===== src/rtl/ddr3_tester_pkg.sv =====
// Shared encodings for the DDR3 local-interface memory tester.
package ddr3_tester_pkg;

  typedef enum logic [3:0] {
    CMD_NOP   = 4'b0000,
    CMD_READ  = 4'b0001,
    CMD_WRITE = 4'b0010
  } cmd_e;

  typedef enum logic [2:0] {
    S_IDLE,
    S_WR_CMD,
    S_WR_DATA,
    S_RD_CMD,
    S_RD_WAIT,
    S_DONE
  } state_e;

  localparam int BEATS_PER_CMD = 2;
  localparam int ADDR_STEP     = 8;

endpackage


===== src/rtl/ddr3_pattern_gen.sv =====
// Beat index to test word: w = idx ^ SEED, beat = {~w, w}.
module ddr3_pattern_gen #(
  parameter int          DATA_W = 64,
  parameter logic [31:0] SEED   = 32'h5A5A_1234
) (
  input  logic [31:0]       beat_idx,
  output logic [DATA_W-1:0] beat
);

  logic [31:0] w;

  assign w    = beat_idx ^ SEED;
  assign beat = DATA_W'({~w, w});

endmodule


===== src/rtl/ddr3_mem_tester.sv =====
// Write-then-readback self test driving a DDR3 controller local interface.
module ddr3_mem_tester
  import ddr3_tester_pkg::*;
#(
  parameter int          ADDR_W    = 26,
  parameter int          DATA_W    = 64,
  parameter int          NUM_CMDS  = 256,
  parameter int unsigned BASE_ADDR = 0,
  parameter logic [31:0] SEED      = 32'h5A5A_1234,
  parameter int          TIMEOUT   = 4096
) (
  input  logic                clk,
  input  logic                rstn,
  input  logic                start,
  input  logic                init_done,
  output logic [3:0]          cmd,
  output logic                cmd_valid,
  input  logic                cmd_rdy,
  output logic [ADDR_W-1:0]   addr,
  output logic [4:0]          cmd_burst_cnt,
  output logic                ofly_burst_len,
  output logic [DATA_W-1:0]   write_data,
  output logic [DATA_W/8-1:0] data_mask,
  input  logic                datain_rdy,
  input  logic [DATA_W-1:0]   read_data,
  input  logic                read_data_valid,
  output logic                busy,
  output logic                done,
  output logic                pass,
  output logic                timeout,
  output logic [15:0]         err_count,
  output logic [ADDR_W-1:0]   first_err_addr
);

  localparam logic [ADDR_W-1:0] BASE     = ADDR_W'(BASE_ADDR);
  localparam logic [ADDR_W-1:0] STEP     = ADDR_W'(ADDR_STEP);
  localparam logic [15:0]       LAST_CMD = 16'(NUM_CMDS - 1);
  localparam logic [16:0]       TOTAL    = 17'(BEATS_PER_CMD * NUM_CMDS);
  localparam logic [31:0]       WD_LAST  = 32'(TIMEOUT - 1);

  state_e              state, state_nxt;
  logic [15:0]         cmd_idx;
  logic                wr_beat;
  logic [16:0]         rx_cnt;
  logic [31:0]         wdog;
  logic                active, rd_phase, cmd_acc, rx_take, activity, wd_fire, go;
  logic [DATA_W-1:0]   wr_pat, rd_pat;

  assign cmd_burst_cnt  = 5'b00001;
  assign ofly_burst_len = 1'b0;
  assign data_mask      = '0;

  assign go       = (state == S_IDLE) && start && init_done;
  assign active   = (state == S_WR_CMD) || (state == S_WR_DATA) ||
                    (state == S_RD_CMD) || (state == S_RD_WAIT);
  assign rd_phase = (state == S_RD_CMD) || (state == S_RD_WAIT);
  assign cmd_acc  = cmd_valid && cmd_rdy;
  assign rx_take  = rd_phase && read_data_valid && (rx_cnt != TOTAL);
  assign activity = cmd_acc || datain_rdy || read_data_valid;
  assign wd_fire  = active && !activity && (wdog == WD_LAST);

  ddr3_pattern_gen #(.DATA_W(DATA_W), .SEED(SEED)) u_wr_pat (
    .beat_idx ({15'd0, cmd_idx, wr_beat}),
    .beat     (wr_pat)
  );

  ddr3_pattern_gen #(.DATA_W(DATA_W), .SEED(SEED)) u_rd_pat (
    .beat_idx ({15'd0, rx_cnt}),
    .beat     (rd_pat)
  );

  always_ff @(posedge clk or negedge rstn)
    if (!rstn) state <= S_IDLE;
    else       state <= state_nxt;

  always_comb begin
    state_nxt = state;
    unique case (state)
      S_IDLE:    if (start && init_done) state_nxt = S_WR_CMD;
      S_WR_CMD:  if (cmd_acc) state_nxt = S_WR_DATA;
      S_WR_DATA: if (datain_rdy && wr_beat)
                   state_nxt = (cmd_idx == LAST_CMD) ? S_RD_CMD : S_WR_CMD;
      S_RD_CMD:  if (cmd_acc && (cmd_idx == LAST_CMD)) state_nxt = S_RD_WAIT;
      S_RD_WAIT: if (rx_cnt == TOTAL) state_nxt = S_DONE;
      S_DONE:    state_nxt = S_IDLE;
      default:   state_nxt = S_IDLE;
    endcase
    // Watchdog abort overrides whatever phase is stuck.
    if (wd_fire) state_nxt = S_DONE;
  end

  always_comb begin
    cmd       = CMD_NOP;
    cmd_valid = 1'b0;
    addr      = '0;
    if ((state == S_WR_CMD) || (state == S_RD_CMD)) begin
      cmd_valid = 1'b1;
      cmd       = (state == S_WR_CMD) ? CMD_WRITE : CMD_READ;
      addr      = BASE + ADDR_W'(cmd_idx) * STEP;
    end
  end

  always_ff @(posedge clk or negedge rstn) begin
    if (!rstn) begin
      cmd_idx        <= '0;
      wr_beat        <= 1'b0;
      rx_cnt         <= '0;
      wdog           <= '0;
      write_data     <= '0;
      busy           <= 1'b0;
      done           <= 1'b0;
      pass           <= 1'b0;
      timeout        <= 1'b0;
      err_count      <= '0;
      first_err_addr <= '0;
    end else begin
      if (go) begin
        cmd_idx        <= '0;
        wr_beat        <= 1'b0;
        rx_cnt         <= '0;
        busy           <= 1'b1;
        done           <= 1'b0;
        pass           <= 1'b0;
        timeout        <= 1'b0;
        err_count      <= '0;
        first_err_addr <= '0;
      end

      if (!active || activity) wdog <= '0;
      else                     wdog <= wdog + 32'd1;
      if (wd_fire) timeout <= 1'b1;

      if ((state == S_WR_DATA) && datain_rdy) begin
        write_data <= wr_pat;
        wr_beat    <= ~wr_beat;
        if (wr_beat) cmd_idx <= (cmd_idx == LAST_CMD) ? '0 : cmd_idx + 16'd1;
      end

      if ((state == S_RD_CMD) && cmd_acc) cmd_idx <= cmd_idx + 16'd1;

      // err_count==0 doubles as the "no mismatch seen yet" flag.
      if (rx_take) begin
        rx_cnt <= rx_cnt + 17'd1;
        if (read_data != rd_pat) begin
          if (err_count != 16'hFFFF) err_count <= err_count + 16'd1;
          if (err_count == 16'd0)
            first_err_addr <= BASE + ADDR_W'(rx_cnt >> 1) * STEP;
        end
      end

      if (state == S_DONE) begin
        busy <= 1'b0;
        done <= 1'b1;
        pass <= (err_count == 16'd0) && !timeout;
      end
    end
  end

endmodule


===== config.mk =====
export PLATFORM = sky130hd
export DESIGN_NAME = ddr3_mem_tester
export DESIGN_NICKNAME = d
export VERILOG_FILES = /design/src/rtl/ddr3_tester_pkg.sv /design/src/rtl/ddr3_pattern_gen.sv /design/src/rtl/ddr3_mem_tester.sv
export SDC_FILE = /design/constraint.sdc
export NUM_CORES = 1
export LEC_CHECK = 0
export BUFFER_PORTS_ARGS = -buffer_cell sky130_fd_sc_hd__buf_2
export CAP_MARGIN = 20
export CORE_MARGIN = 2
export CORE_UTILIZATION = 48
export DETAILED_ROUTE_END_ITERATION = 7
export PLACE_DENSITY = 0.78
export SYNTH_ARGS = -nofsm -noshare
export SYNTH_HDL_FRONTEND = slang
export SYNTH_SLANG_ARGS = --single-unit

===== constraint.sdc =====
create_clock -name clk -period 2.6 [get_ports clk]
set_clock_uncertainty 0.2 [all_clocks]
set_input_delay 0.26 -clock clk [delete_from_list [all_inputs] [get_ports clk]]
set_output_delay 0.26 -clock clk [all_outputs]
set_load 0.005 [all_outputs]

==> summary.md, run 1 <==
| Metric | Value |
|---|---|
| Avg WL per Cell | 15.6 µm |
| PD cells | 743 nW/µm² |
| DIE AREA | 17700 µm² |
| Drt initial violations | 565 |
| Vias | 6969 |
| Share of cells above drive strength 1 | 27.1% |
| Crit-path max FO | 5 |
| Die Ht | 133 µm |
| Top-count cell post-synth | nand2_1 |
| Clk slew on worst S/H paths | 0.06 ns |
| Grt total ovfl | 0 |
| Core area | 16500 µm² |
| Crit. End Element | flip-flop |
| First-pass GRT wire length | 32100 µm |
| Clock tree from TritonCTS | built |
| Ys flop type | dfrtp_1 |
| Max Cap Violations | 0 |
| Diode count | 0 |
| Largest net degree at the start of global routing | 78 |
| Final GP Congestion | 0.854 |
| Global Route Usage Sum | 22.8% |
| Register bit total from synthesis | 150 |
| Main area contributors after synthesis | dfrtp_1 47%, nand2_1 7.3%, buf_4 5.3% |
| Synth warn | 0 |
| Crit Path Class | reg -> reg |
| EDFF count, synth | 0 |
| Routed Wire Length | 20600 µm |
| Nets | 1165 |
| # setup viols final | 0 |
| Layout area overhead | 23.9% |
| Multi-input gate area | 3740 µm² |
| Drt via density | 5.28 |
| Post-synth top area share | 46.8% |
| TritonCTS buffer count | 17 |
| Later-pin clock latency in the skew report | 0.43 ns |
| DRT antenna net count | 0 |
| Async set-reset flop share out of synthesis | 100% |
| Post-synthesis average cell area | 9.02 µm² |
| Design area | 9930 µm² |
| Fin crit period | 2.60 ns |
| Overall die width | 133 µm |
| Critical path arrival | 2.68 ns |
| Area leader, netlist | dfrtp_1 |
| Fillers | 1406 |
| Initial Utilization | 48.7% |
| Unique masters post-synth | 69 |
| Status | finished, final reports clean |
| Antenna violations before repair | 2 |
| Detailed placement HPWL | 14400 µm |
| 1st-pass router iterations | 5 |
| CP Launch Type | flip-flop |
| Residual DRC | 0 |
| Commonest cells post-synth | 155 x nand2_1, 150 x dfrtp_1, 78 x o21ai_0 |
| Seq/Total Area, Yosys | 46.8% |
| Final hold violation count | 0 |
| Tcrit/Tclk final | 99.9% |
| Relative slew margins | 52.1% |
| Leakage Power | 4.99 nW |
| H-tree Lvls | 4 |
| Worst hold path class | in -> reg |
| Max Root-Sink Buffers | 2 |
| Sink Count | 150 |
| WP data required | 2.68 ns |
| Worst IR Drop VDD | 521 µV |
| Vias in the first global route | 6431 |
| Max Slew Vio Count | 0 |
| I/O Buffers | 184 |
| I/O Pins | 226 |
| Site Rows | 47 |
| Tightest Pin Transition | 0.718 ns |
| Syn Inst Count | 888 |
| Max Freq | 0.385 GHz |
| Post-Syn Area | 8010 µm² |
| Post-DP Area | 9210 µm² |
| Root Driver | clkbuf_16 |
| Pwr Total | 0.00738 W |
| Storage element area | 3750 µm² |
[what timing repair did]
item,4_1_cts,5_1_grt
endpoints found under the hold margin,73,0
hold buffers,1,0
endpoints found under the setup margin,0,25
resized for setup,0,7
buffers inserted,0,1
[placed cells by master (no fill, tap or decap), types with 17 or more instances in the layout]
cell type / instances
o21ai_0: 78
and2_1: 28
inv_1: 25
dfrtp_1: 149
and3_1: 17
buf_2: 183
nand4_1: 20
conb_1: 41
nor2_1: 62
nand3_1: 40
nand2_1: 155
xnor2_1: 25
xor2_1: 28
clkbuf_16: 17
buf_4: 49
[worst max-delay path: stages, from the launching register on]
cell and delay, ns:
dfrtp_1 0.34, inv_1 0.04, ha_1 0.18, nor4b_1 0.14, nand4_1 0.23, o211ai_4 0.18, buf_12 0.17, nor3_1 0.22
or4b_1 0.51, nand3_1 0.14, o21ai_0 0.12
[kinds of logic (layout without fill, tap and decap cells)]
| family | count (synthesis) | in the layout | share of synthesized area [%] |
|---|---|---|---|
| simple gates | 418 | 419 | 26.7 |
| flops | 150 | 150 | 46.8 |
| compound gates | 129 | 129 | 9.78 |
| buf+inv | 124 | 297 | 9.06 |
| xor+xnor | 53 | 53 | 5.79 |
| fa+ha+maj | 6 | 6 | 0.937 |
| mux | 6 | 6 | 0.765 |
| other cells | 2 | 41 | 0.0937 |
[registers in the layout, summed over array words and instances, names as in the netlist]
signal and cells:
wdog 32, first_err_addr 26, cmd_idx 16, wr_beat 1
rx_cnt 17, done 1, err_count 16, pass 1
state 3, timeout 1, busy 1, write_data 35
[area by class of cell]
type,instances,share of cell area [%]
multi-input combinational,654,37.6
clock buffer,21,4.64
sequential,150,37.8
timing repair buffer,239,14.2
clock inverter,11,1.98
inverter,26,0.983
tap,220,2.77
[metrics by stage]
| step | setup TNS [ns] | utilization [%] | setup WS, ns | std cells | hold WS (ns) |
|---|---|---|---|---|---|
| 2_1_floorplan | 0 | - | 0.139 | 927 | -0.236 |
| 3_3_place_gp | 0 | 55.9 | 0.0738 | 1286 | 0.131 |
| 3_5_place_dp | 0 | 55.9 | 0.0293 | 1286 | 0.136 |
| 4_1_cts | 0 | 60.0 | 0.00244 | 1319 | 0.106 |
| 5_1_grt | -0.113 | 60.3 | -0.0907 | 1321 | 0.140 |
| 6_report | 0 | 60.3 | 0.00162 | 1321 | 0.107 |
[worst paths after layout]
check                                from             end  slack, ns  cells after the start
setup / recovery                rx_cnt[0]      rx_cnt[16]      0.002                     10
hold / removal                      start        state[2]       0.11                      4
setup reg to reg                rx_cnt[0]      rx_cnt[16]      0.002                     10
hold reg to reg            write_data[44]  write_data[44]       0.27                      2
max in group asynchronous            rstn       rx_cnt[3]       1.21                      3
min in group asynchronous            rstn  write_data[40]       0.20                      2
[per-layer routing]
layer	routed length, µm	track usage [%]
met5	27	0
met4	255	6.09
met3	1490	6.24
met2	10200	38.5
met1	8620	29.3
[power breakdown]
part,switching (W),leakage [nW],internal (W),total [W]
combinational,0.00106,2.65,0.000779,0.00184
sequential,0.000195,2.03,0.00261,0.00281
clock,0.000970,0.302,0.00176,0.00273
total,0.00223,4.99,0.00515,0.00738
(Power assumes the default switching activity.)
==> inputs of run 2 (changes only) <==
Settings changed: CORE_UTILIZATION 48 to 50, RECOVER_POWER set to 100.
Clock period 2.6 ns to 2.92 ns, I/O delays scaled along.
==> run 2 against run 1 <==
- the flow now finishes with violations (capacitance limit, slew limit)
- sequential power fell by 10%
- cell area decreased by 5.0%
- die area shrank 3.9%
- utilization shrank 0.47 points
- wire length shrank 3.2%
- register-to-register slack improved by 0.15 ns
- clock power fell by 15%
- via count decreased by 2.2%
- hold slack improved by 0.027 ns
- fmax is 6.2% lower
- setup slack improved by 0.15 ns
- highest routed layer is now met4
==> summary.md, run 2 (same netlist as run 1, synthesis figures left out) <==
| Metric | Value |
|---|---|
| Status | finished, violations left (was finished, final reports clean) |
| Failing checks | capacitance limit, slew limit |
| Post-CTS Resized | 0 (unchanged) |
| Largest regs | write_data (35), wdog (32), first_err_addr (26) (unchanged) |
| Avg WL per Cell | 15.4 µm (was 15.6 µm) |
| Residual DRC | 0 (unchanged) |
| Crit. End Element | flip-flop (unchanged) |
| Tcrit/Tclk final | 94.9% (was 99.9%) |
| CP Cell Sequence | inv_1 > ha_1 > nor4b_1 > nand4_1 > o211ai_4 > nor3_4 > nor2_2 > a221o_1 (was inv_1 > ha_1 > nor4b_1 > nand4_1 > o211ai_4 > buf_12 > nor3_1 > or4b_1 > nand3_1 > o21ai_0) |
| Top delay family on crit path | simple AND/OR/NAND/NOR gates (unchanged) |
| Drt initial violations | 685 (was 565) |
| Global Route Usage Sum | 23.6% (was 22.8%) |
| Worst path bufs/invs | 1 (was 2) |
| DIE AREA | 17100 µm² (was 17700 µm²) |
| WP data required | 3.03 ns (was 2.68 ns) |
| Reg with most FFs | write_data (unchanged) |
| Max Freq | 0.361 GHz (was 0.385 GHz) |
| Vias in the first global route | 6353 (was 6431) |
| Antenna violations before repair | 2 (unchanged) |
| Site Rows | 46 (was 47) |
| Core area | 15800 µm² (was 16500 µm²) |
| Tightest Pin Transition | 1.54 ns (was 0.718 ns) |
| Overall die width | 131 µm (was 133 µm) |
| Largest net degree at the start of global routing | 62 (was 78) |
| Design area | 9430 µm² (was 9930 µm²) |
| TritonCTS buffer count | 17 (unchanged) |
| Die Ht | 131 µm (was 133 µm) |
| Sink Count | 150 (unchanged) |
| Leakage Power | 4.47 nW (was 4.99 nW) |
| Crit-path max FO | 15 (was 5) |
| Critical path arrival | 2.88 ns (was 2.68 ns) |
| Final hold violation count | 0 (unchanged) |
| Later-pin clock latency in the skew report | 0.43 ns (about the same) |
| Worst hold path class | in -> reg (unchanged) |
| Crit Path Class | reg -> reg (unchanged) |
| I/O Pins | 226 (unchanged) |
| Max Slew Vio Count | 61 (was 0) |
| Max reg flops | 35 (unchanged) |
| Worst path max stage delay | 0.52 ns (was 0.51 ns) |
| Post-CTS Setup Repair Bufs | 0 (unchanged) |
| PD cells | 664 nW/µm² (was 743 nW/µm²) |
| Post-DP Area | 8950 µm² (was 9210 µm²) |
| Crit-path slowest cell | nor3_4 (was or4b_1) |
| Setup tns final | 0 ns (unchanged) |
| Vias | 6816 (was 6969) |
| Max Root-Sink Buffers | 2 (unchanged) |
| Root Driver | clkbuf_16 (unchanged) |
| Routed Wire Length | 19900 µm (was 20600 µm) |
| Relative slew margins | -2.72% (was 52.1%) |
| Worst IR Drop VDD | 544 µV (was 521 µV) |
| Grt total ovfl | 0 (unchanged) |
| Commonest non-fill, non-tap cell in the layout | nand2_1 (was buf_2) |
| Post-layout util | 59.8% (was 60.3%) |
| 1st-pass router iterations | 5 (unchanged) |
| Initial Utilization | 50.8% (was 48.7%) |
| # setup viols final | 0 (unchanged) |
| Clk slew on worst S/H paths | 0.06 ns (about the same) |
| DRT antenna net count | 0 (unchanged) |
| I/O Buffers | 184 (unchanged) |
| Layout area overhead | 17.7% (was 23.9%) |
| Clock tree from TritonCTS | built (unchanged) |
| First-pass GRT wire length | 31500 µm (was 32100 µm) |
| H-tree Lvls | 4 (unchanged) |
| RSZ-0062 raised after global routing | false |
| Fin crit period | 2.77 ns (was 2.60 ns) |
| Nets | 1135 (was 1165) |
| Share of cells above drive strength 1 | 17.2% (was 27.1%) |
| Detailed placement HPWL | 14000 µm (was 14400 µm) |
| Max Cap Violations | 1 (was 0) |
| CP Launch Type | flip-flop (unchanged) |
| Final GP Congestion | 0.835 (was 0.854) |
| Drt via density | 5.29 (was 5.28) |
| Pwr Total | 0.00627 W (was 0.00738 W) |
| Most frequent cells in the layout | 155 x nand2_1, 150 x dfrtp_1, 118 x buf_2, 79 x o21ai_0, 73 x clkbuf_1 (was 183 x buf_2, 155 x nand2_1, 149 x dfrtp_1, 78 x o21ai_0, 62 x nor2_1) |
run 2: changes by cell type in the layout (fill, tap and decap cells not counted), sizes merged, moves of 2 or more:
cell / before / now
buf: 238 / 131
clkinv: 0 / 5
clkbuf: 21 / 98
diode: 0 / 2
clkinvlp: 5 / 2
run 2: cell type report:
cell class	instances	area, µm²
fill	1447	6340
sequential	150	3750
multi-input combinational	653	3670
timing repair buffer	210	1020
clock buffer	20	447
tap	216	270
clock inverter	12	176
inverter	26	97.6
antenna	2	5.00
run 2: worst paths after layout:
path	depth (start not counted)	slack (ns)	startpoint	to
min	4	0.13	start	state[2]
max reg2reg	8	0.15	rx_cnt[1]	err_count[7]
min in group asynchronous	2	0.59	rstn	write_data[40]
max in group asynchronous	3	0.59	rstn	first_err_addr[20]
max	8	0.15	rx_cnt[1]	err_count[7]
min reg2reg	2	0.27	write_data[15]	write_data[15]
run 2: worst reg2reg max path, stage by stage, from the launching register on:
cell and delay, ns:
dfrtp_1 0.51, inv_1 0.08, ha_1 0.18, nor4b_1 0.14, nand4_1 0.22, o211ai_4 0.18, nor3_4 0.52, nor2_2 0.23
a221o_1 0.40
run 2: per-stage QoR:
stage,hold slack [ns],std cells,worst slack (ns)
floorplan,-0.204,927,0.459
global placement,0.111,1254,0.246
detailed placement,0.119,1254,0.147
CTS,0.128,1287,0.150
global route,0.161,1287,0.000127
finish,0.134,1289,0.150
run 2: what timing repair did:
| action | CTS | global route |
|---|---|---|
| hold buffers | 1 | 0 |
| hold endpoints to repair | 58 | 0 |
| endpoints found under the setup margin | 0 | 4 |
run 2: per-layer routing:
metal  global-route usage, %  routed length [µm]  vias to the layer above  part of all wire [%]
met5                       0                   0                        -                     0
met4                    10.4                 569                        0                   2.9
met3                    5.05                1200                       46                   6.0
met2                    38.0                9430                      257                    47
met1                    31.0                8700                     3222                    44
li1                        -                   -                     3291                     -
run 2: power by group:
part,leakage [nW],switching (W),internal (W)
logic,2.14,0.000903,0.000524
registers,2.04,0.000198,0.00232
clock network,0.300,0.000866,0.00145
total,4.47,0.00197,0.00430
==> inputs of run 3 (changes only) <==
Settings changed: RECOVER_POWER 100 to 25.
Clock period 2.92 ns to 2.6 ns, I/O delays scaled along.
==> run 3 against run 2 <==
- sequential share of layout area down 1.8 points
- cell area up 4.9%
- wire length about the same
- fmax up 12%
- the flow still finishes with violations (capacitance limit, slew limit)
- largest cell class unchanged
- power up 14%
- combinational power up 29%
- register-to-register slack worse by 0.02 ns
- via count up 2.6%
- global-route usage about the same
==> summary.md, run 3 (same netlist as run 1, synthesis figures left out) <==
| Metric | Value |
|---|---|
| Avg WL per Cell | 15.0 µm (was 15.4 µm) |
| Power share of the combinational group | 25.8% (was 22.8%) |
| Commonest non-fill, non-tap cell in the layout | buf_2 (was nand2_1) |
| Sequential share of power | 39.0% (was 40.2%) |
| Vias in the first global route | 6538 (was 6353) |
| Root Driver | clkbuf_16 (unchanged) |
| Leakage Power | 4.96 nW (was 4.47 nW) |
| Overall die width | 131 µm (unchanged) |
| Net Sw Frac | 31.0% (was 31.4%) |
| Initial Utilization | 50.8% (unchanged) |
| Storage element area | 3750 µm² (unchanged) |
| Crit Path Class | reg -> reg (unchanged) |
| Max reg flops | 35 (unchanged) |
| Layout area overhead | 23.5% (was 17.7%) |
| Failing checks | capacitance limit, slew limit (unchanged) |
| Max Slew Vio Count | 61 (unchanged) |
| Reg with most FFs | write_data (unchanged) |
| DIE AREA | 17100 µm² (unchanged) |
| Status | finished, violations left (unchanged) |
| Worst path max stage delay | 0.47 ns (was 0.52 ns) |
| Most frequent cells in the layout | 183 x buf_2, 155 x nand2_1, 150 x dfrtp_1, 78 x o21ai_0, 62 x nor2_1 (was 155 x nand2_1, 150 x dfrtp_1, 118 x buf_2, 79 x o21ai_0, 73 x clkbuf_1) |
| Site Rows | 46 (unchanged) |
| Drt via density | 5.28 (was 5.29) |
| Fillers | 1341 (was 1447) |
| Residual DRC | 0 (unchanged) |
| I/O Buffers | 184 (unchanged) |
| Critical path arrival | 2.57 ns (was 2.88 ns) |
| Clk slew on worst S/H paths | 0.06 ns (about the same) |
| Grt total ovfl | 0 (unchanged) |
| P_int | 0.00495 W (was 0.00430 W) |
| Fin cells | 1323 (was 1289) |
| Tightest Pin Transition | 1.53 ns (was 1.54 ns) |
| Clock network fraction of design power | 35.2% (was 37.0%) |
| Final GP Congestion | 0.882 (was 0.835) |
| Routed Wire Length | 19900 µm (about the same) |
| Crit-path max FO | 9 (was 15) |
| Nets | 1170 (was 1135) |
| Relative slew margins | -2.19% (was -2.72%) |
| Clock tree from TritonCTS | built (unchanged) |
| PD cells | 725 nW/µm² (was 664 nW/µm²) |
| Multi-input gate area | 3730 µm² (was 3670 µm²) |
| Post-layout util | 62.7% (was 59.8%) |
| Sink Count | 150 (unchanged) |
| Worst hold path class | in -> reg (unchanged) |
| Tcrit/Tclk final | 95.0% (was 94.9%) |
| Design area | 9890 µm² (was 9430 µm²) |
| Post-DP Area | 9220 µm² (was 8950 µm²) |
| Drt initial violations | 431 (was 685) |
| Largest net degree at the start of global routing | 62 (unchanged) |
| I/O Pins | 226 (unchanged) |
| Hold WS | 0.130 ns (was 0.134 ns) |
| Global Route Usage Sum | 23.6% (about the same) |
| CP Launch Type | flip-flop (unchanged) |
| Worst IR Drop VDD | 567 µV (was 544 µV) |
| Later-pin clock latency in the skew report | 0.43 ns (about the same) |
| Max Root-Sink Buffers | 2 (unchanged) |
| Share of cells above drive strength 1 | 27.7% (was 17.2%) |
| DRT antenna net count | 0 (unchanged) |
| Crit. End Element | flip-flop (unchanged) |
| Vias | 6991 (was 6816) |
| WP data required | 2.70 ns (was 3.03 ns) |
| Largest regs | write_data (35), wdog (32), first_err_addr (26) (unchanged) |
| Detailed placement HPWL | 14400 µm (was 14000 µm) |
| 1st-pass router iterations | 5 (unchanged) |
| # setup viols final | 0 (unchanged) |
| Switching pwr | 0.00222 W (was 0.00197 W) |
| Max Cap Violations | 1 (unchanged) |
| Max Freq | 0.405 GHz (was 0.361 GHz) |
| Antenna violations before repair | 1 (was 2) |
| RSZ-0062 raised after global routing | false (unchanged) |
| Crit-path slowest cell | or4b_1 (was nor3_4) |
| CP Cell Sequence | inv_1 > ha_1 > nor4b_2 > nand4_1 > o211ai_4 > buf_12 > nor3_1 > or4b_1 > nand3_1 > o21ai_0 (was inv_1 > ha_1 > nor4b_1 > nand4_1 > o211ai_4 > nor3_4 > nor2_2 > a221o_1) |
| Final hold violation count | 0 (unchanged) |
| Cells after DPL | 1286 (was 1254) |
| Die Ht | 131 µm (unchanged) |
| Fin crit period | 2.47 ns (was 2.77 ns) |
| Setup tns final | 0 ns (unchanged) |
| First-pass GRT wire length | 31500 µm (about the same) |
| TritonCTS buffer count | 17 (unchanged) |
| Core area | 15800 µm² (unchanged) |
| H-tree Lvls | 4 (unchanged) |
## run 3: cell types whose count changed in the layout (fill, tap and decap cells not counted), moves of 3 or more
cell | previous run | this run
and2_0 | 13 | 0
clkbuf_2 | 7 | 1
and2_1 | 15 | 28
nor3_1 | 17 | 13
clkbuf_1 | 73 | 2
nor3_2 | 0 | 4
buf_2 | 118 | 183
buf_4 | 9 | 55
clkinvlp_4 | 2 | 5
## run 3: cell type report
cell class | count | area share, %
repair buffers | 245 | 14.4
clock buffers | 20 | 4.62
flip-flops and latches | 150 | 37.9
diodes | 1 | 0.0253
clock inverters | 12 | 1.53
multi-input cells | 653 | 37.7
well taps | 216 | 2.73
inverters | 26 | 0.987
## run 3: repair_timing
action                     CTS  global route
hold buffers                 1             0
gates cloned                 0             0
pin swaps                    0             4
setup endpoints to repair    5            29
resized for setup            1             8
hold endpoints to repair    57             0
setup buffers                0             3
## run 3: worst paths after layout
path,start,to,slack [ns],cells after the start
max in group asynchronous,rstn,first_err_addr[0],0.61,3
max,rx_cnt[0],rx_cnt[16],0.13,10
min,datain_rdy,write_data[0],0.13,5
min in group asynchronous,rstn,write_data[42],0.54,2
min reg2reg,write_data[36],write_data[36],0.27,2
max reg2reg,rx_cnt[0],rx_cnt[16],0.13,10
## run 3: critical path: cells and delay by family, from the launching register on
kind                     cells  cell delay, ns
AND/OR/NAND/NOR              5            1.17
flip-flops                   1            0.35
AO/OA/AOI/OAI                2            0.23
buffers and inverters        2            0.22
adder cells (fa/ha/maj)      1            0.18
## run 3: power by group through the flow
stage	combinational (W)	sequential, W	clock (W)
after floorplan	0.00103	0.00286	0
after global placement	0.00179	0.00283	0
after detailed placement	0.00183	0.00283	0
after CTS	0.00184	0.00280	0.00257
after global routing	0.00206	0.00284	0.00266
final	0.00185	0.00280	0.00252
## run 3: per-stage QoR
stage                     setup WS [ns]  power, W
after CTS                        0.0286   0.00720
after global placement          -0.0292   0.00462
final                             0.129   0.00717
after global routing            0.00391   0.00756
after detailed placement        -0.0408   0.00466
after floorplan                   0.139   0.00389
## run 3: per-layer routing
| metal | global-route usage, % | share of wire [%] | wire [µm] | vias up |
|---|---|---|---|---|
| met4 | 12.5 | 3.9 | 781 | 0 |
| met3 | 5.58 | 6.0 | 1200 | 53 |
| li1 | - | - | - | 3349 |
| met2 | 38.4 | 48 | 9460 | 227 |
| met1 | 29.4 | 42 | 8440 | 3362 |
| met5 | 0 | 0 | 0 | - |
